**src/rtl/mm_bst_ram_slave.sv**
```systemverilog
// Burst-capable memory-mapped slave on on-chip RAM: zero-wait write bursts, reads with latency 2.
// Optional busy-stall injection is enabled by defining MM_BST_RAM_SLAVE_STALL_EN.
module mm_bst_ram_slave #(
   parameter int DWIDTH  = 16,
   parameter int AWIDTH  = 8,
   parameter int BWIDTH  = 4,
   parameter     RAMTYPE = "AUTO"
) (
   input  logic              clk,
   input  logic              reset,
   input  logic [AWIDTH-1:0] s_addr,
   input  logic [BWIDTH-1:0] s_bcnt,
   input  logic              s_wreq,
   input  logic [DWIDTH-1:0] s_wdat,
   input  logic              s_rreq,
   output logic [DWIDTH-1:0] s_rdat,
   output logic              s_rval,
   output logic              s_busy,
   output logic [1:0]        dbg_state_o
);

   // Handshake: a request (s_wreq or s_rreq) is consumed on a rising clk edge only when
   // s_busy is 0 in that cycle; s_rdat is meaningful only in cycles where s_rval is 1.
   typedef enum logic [1:0] {IDLE = 2'd0, WRITE = 2'd1, READ = 2'd2} state_t;

   state_t              state_q, state_d;
   logic [AWIDTH-1:0]   ptr_q, ptr_d;
   logic [BWIDTH:0]     rem_q, rem_d;
   logic [BWIDTH:0]     cmd_len;
   logic [BWIDTH:0]     len_one;
   logic [AWIDTH-1:0]   waddr;
   logic                we, re;
   logic                busy;
   logic [DWIDTH-1:0]   rdat_q;
   logic                rval_q;

   (* ram_style = RAMTYPE *) logic [DWIDTH-1:0] mem [0:(1<<AWIDTH)-1];

   // A zero burst count stands for the full 2**BWIDTH words, hence the extra counter bit.
   assign cmd_len = (s_bcnt == '0) ? {1'b1, {BWIDTH{1'b0}}} : {1'b0, s_bcnt};
   assign len_one = {{BWIDTH{1'b0}}, 1'b1};

`ifdef MM_BST_RAM_SLAVE_STALL_EN
   logic [15:0] lfsr_q;

   always_ff @(posedge clk or posedge reset) begin
      if (reset) lfsr_q <= 16'hACE1;
      else       lfsr_q <= {lfsr_q[14:0], lfsr_q[15] ^ lfsr_q[13] ^ lfsr_q[12] ^ lfsr_q[10]};
   end

   assign busy = (state_q == READ) | (lfsr_q[0] & ~reset);
`else
   assign busy = (state_q == READ);
`endif

   always_comb begin
      state_d = state_q;
      ptr_d   = ptr_q;
      rem_d   = rem_q;
      waddr   = ptr_q;
      we      = 1'b0;
      re      = 1'b0;
      case (state_q)
         IDLE: begin
            if (s_wreq && !busy) begin
               we    = 1'b1;
               waddr = s_addr;
               ptr_d = s_addr + 1'b1;
               rem_d = cmd_len - 1'b1;
               if (cmd_len != len_one) state_d = WRITE;
            end else if (s_rreq && !busy) begin
               ptr_d   = s_addr;
               rem_d   = cmd_len;
               state_d = READ;
            end
         end
         WRITE: begin
            if (s_wreq && !busy) begin
               we    = 1'b1;
               ptr_d = ptr_q + 1'b1;
               rem_d = rem_q - 1'b1;
               if (rem_q == len_one) state_d = IDLE;
            end
         end
         READ: begin
            // One extra cycle after the last issue keeps busy high while the last beat is shown.
            if (rem_q != '0) begin
               re    = 1'b1;
               ptr_d = ptr_q + 1'b1;
               rem_d = rem_q - 1'b1;
            end else begin
               state_d = IDLE;
            end
         end
         default: state_d = IDLE;
      endcase
   end

   always_ff @(posedge clk or posedge reset) begin
      if (reset) begin
         state_q <= IDLE;
         ptr_q   <= '0;
         rem_q   <= '0;
         rval_q  <= 1'b0;
         rdat_q  <= '0;
      end else begin
         state_q <= state_d;
         ptr_q   <= ptr_d;
         rem_q   <= rem_d;
         rval_q  <= re;
         if (re) rdat_q <= mem[ptr_q];
      end
   end

   always_ff @(posedge clk) begin
      if (we) mem[waddr] <= s_wdat;
   end

   assign s_rdat      = rdat_q;
   assign s_rval      = rval_q;
   assign s_busy      = busy;
   assign dbg_state_o = state_q;

endmodule
```
**config.mk**
```make
export PLATFORM = sky130hd
export DESIGN_NAME = mm_bst_ram_slave
export DESIGN_NICKNAME = d
export VERILOG_FILES = /design/src/rtl/mm_bst_ram_slave.sv
export SDC_FILE = /design/constraint.sdc
export NUM_CORES = 2
export LEC_CHECK = 0
export BUFFER_PORTS_ARGS = -buffer_cell sky130_fd_sc_hd__clkbuf_2
export CORE_MARGIN = 3
export CORE_UTILIZATION = 55
export CTS_BUF_LIST = sky130_fd_sc_hd__clkbuf_4 sky130_fd_sc_hd__clkbuf_8
export DETAILED_ROUTE_END_ITERATION = 7
export PLACE_DENSITY = 0.8
export SYNTH_ARGS = -nofsm -noshare
export SYNTH_HDL_FRONTEND = slang
export SYNTH_SLANG_ARGS = --single-unit
```
**constraint.sdc**
```tcl
create_clock -name clk -period 3 [get_ports clk]
set_input_delay 0.45 -clock clk [delete_from_list [all_inputs] [get_ports clk]]
set_output_delay 0.45 -clock clk [all_outputs]
set_load 0.01 [all_outputs]
```
==> qor.yml <==
status:
  violations: "design-rule violations, negative setup slack"
  status: "complete, but fails checks"
drt:
  vias: 86600
  avgViaCountPerCell: 6.68
  wire_per_inst_um: 35.1
  drtAntennaViolNets: 0
  firstDrtPassIters: 8
  drt_iter0_drc: 14100
  wl_mm: 455
  drc: 1
floorplan:
  die_area_um2: 297000
  die_y_um: 545
  initial_core_util_pct: 55.4
  num_rows: 197
  pin_count: 52
  die_w_um: 545
  coreArea_um2: 289000
yosys:
  netlist_instances: 7187
  synthArstFlopShare_pct: 0.775
  avgSynthCellArea_um2: 22.2
  netlist_top_cells_area: "edfxtp_1 77%, mux4_2 15%, mux2i_1 2.1%, nor2_1 0.73%, nand2_1 0.55%"
  synth_warnings: 0
  yosysTopAreaCellShare_pct: 77.0
  synth_edf_count: 4096
  yosysSeqAreaShare_pct: 77.5
  post-synth-top-area-cell: "edfxtp_1"
  synthesis.nets: 7230
  synth_flop_cell: "edfxtp_1"
  syn-cell-area_um2: 160000
  synth_cell_types: 68
  ys_ff_latch: 4128
global_routing:
  grt_pass1_wl_mm: 639
  antenna_found_initial: 31
  grtUsageTotal_pct: 30.5
  grt_max_degree: 103
  overflow: 0
  grt_pass1_vias: 87200
clocking:
  cts_sinks: 4128
  cts_root_buffer: "clkbuf_8"
  ctsLongestPathBuffers: 4
  clkSlewWorstSetupHoldPaths_ns: 0.07
  clk_latency_ns: 1.11
  cts_tree: "done"
  numCtsBuffers: 627
  htreeDepth: 6
critical_path:
  endpoint_kind: "flop"
  required_ns: 3.98
  r2r_cells: 13
  worst_r2r_endpoint: "s_rdat[2]"
  crit_path_end: "s_rdat[2]"
  crit_type: "flop to flop"
  path_max_fanout: 7
  r2r_slack_ns: -0.38
  critPathArrivalTime_ns: 4.37
  startpoint: "ptr_q[0]"
  cp-start-kind: "flop"
  r2r_start: "ptr_q[0]"
sta:
  finalMaxSlewViolations: 0
  skew_ns: 0.115
  clock.fmax_mhz: 296
  report.final.hold_viol_count: 0
  max_slew_margin_pct: 15.1
  worstMarginPinSlew_ns: 1.27
  worst_slack_ns: -0.383
  timing.final.crit_share_pct: 113
  min_period_ns: 3.38
  setup_viol: 29
  grt_setup_unrepaired: "yes"
cells_and_area:
  final_cell_mix: "4,096 x edfxtp_1, 1,032 x mux4_2, 675 x buf_4"
  final_common_cell: "edfxtp_1"
  areaGrowthSynthToFinish_pct: 19.0
  nNetsFinal: 8628
  drive_above_1_share_pct: 38.1
  seq_area_um2: 124000
  multiInputGateArea_um2: 35100
  fillerInstances: 16500
placement:
  pre_cts_ws_ns: -0.988
  io_buffers: 51
  place.gp.congestion: 0.968
  dp_hpwl_mm: 277
power_and_ir_drop:
  power.leakage_nw: 61.5
  totalPowerFinal_mw: 171
  vdd.ir_drop.worst_v: 0.000572
  power_density_nw_per_um2: 896
run:
  drv_cap: 0
min_path:
  hold_path.class: "input pin to flop"
  hold_start: "s_wdat[13]"
[logic make-up (layout without fill, tap and decap cells)]
group / Yosys count / in the layout / share of synthesized area (%)
AOI/OAI and AO/OA: 491 / 491 / 2.11
xor gates and xnor gates: 11 / 11 / 0.0603
adders and majority gates: 11 / 11 / 0.0861
buffers and inverters: 437 / 2298 / 1.59
DFF: 4128 / 4128 / 77.5
muxes: 1381 / 1381 / 16.7
other: 0 / 22 / 0
and+or+nand+nor: 728 / 728 / 1.94
[where the power goes]
part	switching, mW	internal (mW)	leakage, nW
logic	33.6	27.1	18.0
clock network	22.0	23.3	6.33
registers	0.600	64.0	37.2
[stage by stage]
| stage | util, % | instance area (um^2) | setup TNS, ns | cells | hold slack, ns |
|---|---|---|---|---|---|
| after floorplan | - | 160000 | -1068.14 | 7187 | 0.465 |
| after global placement | 60.6 | 175000 | -251.84 | 11700 | 0.488 |
| after detailed placement | 60.6 | 175000 | -340.58 | 11700 | 0.502 |
| after CTS | 65.6 | 189000 | -2.97 | 12900 | 0.0166 |
| after global routing | 65.9 | 190000 | -5.61 | 12900 | 0.0359 |
| final | 65.9 | 190000 | -4.08 | 13000 | 0.0343 |
[worst min path at each step]
stage	end	cells after the start
final	mem[172][13]	1
after global routing	mem[28][1]	1
after CTS	mem[134][8]	1
after detailed placement	rem_q[1]	2
after global placement	rem_q[1]	2
after floorplan	rem_q[1]	2
[area by class of cell]
cell class	count	area share, %
Sequential cell	4128	65.1
Multi-Input combinational cell	2622	18.4
Timing Repair Buffer	1188	7.54
Clock buffer	826	5.33
Tap cell	3880	2.55
Clock inverter	266	0.968
Inverter	18	0.0474
Antenna cell	22	0.0289
[worst max-delay path: stages, from the launching register on]
cell     delay (ns)
dfrtp_4        0.51
buf_12         0.16
buf_16         0.17
buf_12         0.15
buf_8          0.12
buf_6          0.11
mux4_2         0.43
mux4_2         0.56
nand2_2        0.14
a21oi_4        0.12
nor4_2         0.28
buf_4          0.18
a21oi_2        0.05
a22o_1         0.23
[cell usage after synthesis, drive strengths merged (7+ instances only)]
cell type  count
a221o          7
o31ai         17
edfxtp      4096
nor2b         11
nand3         54
a221oi        47
a31oi         14
a22oi         54
and2          14
dfrtp         32
a211oi        30
o22ai         62
o221ai         9
mux2i        335
a21oi         93
clkbuf       147
nor3          39
mux2          14
a311oi         7
o22a          10
nand2        235
nand3b        10
nor2         312
buf          272
mux4        1032
nor4          26
o21ai         71
o211ai        23
ha            11
inv           17
[sequential cells by signal, indices dropped and copies added (netlist names)]
signal       cells
s_rval           1
ptr_q            8
rem_q            5
dbg_state_o      2
s_rdat          16
mem           4096
[repair_timing]
action	4_1_cts	5_1_grt
hold endpoints to repair	408	0
gates resized for setup	228	130
buffers inserted	58	28
setup endpoints to repair	1620	1355
pin swaps	33	30
hold buffers	22	0
gates cloned	13	4
[routing by layer]
layer  up-vias  wire (um)  share of wire (%)  global-route usage (%)
li1      33300          -                  -                       -
met1     44200     145000                 32                    39.3
met2      7570     213000                 47                    46.5
met3      1473      64500                 14                    8.93
met4        10      32200                7.1                    18.0
met5         -        196              0.043                       0
(Power assumes the default switching activity.)
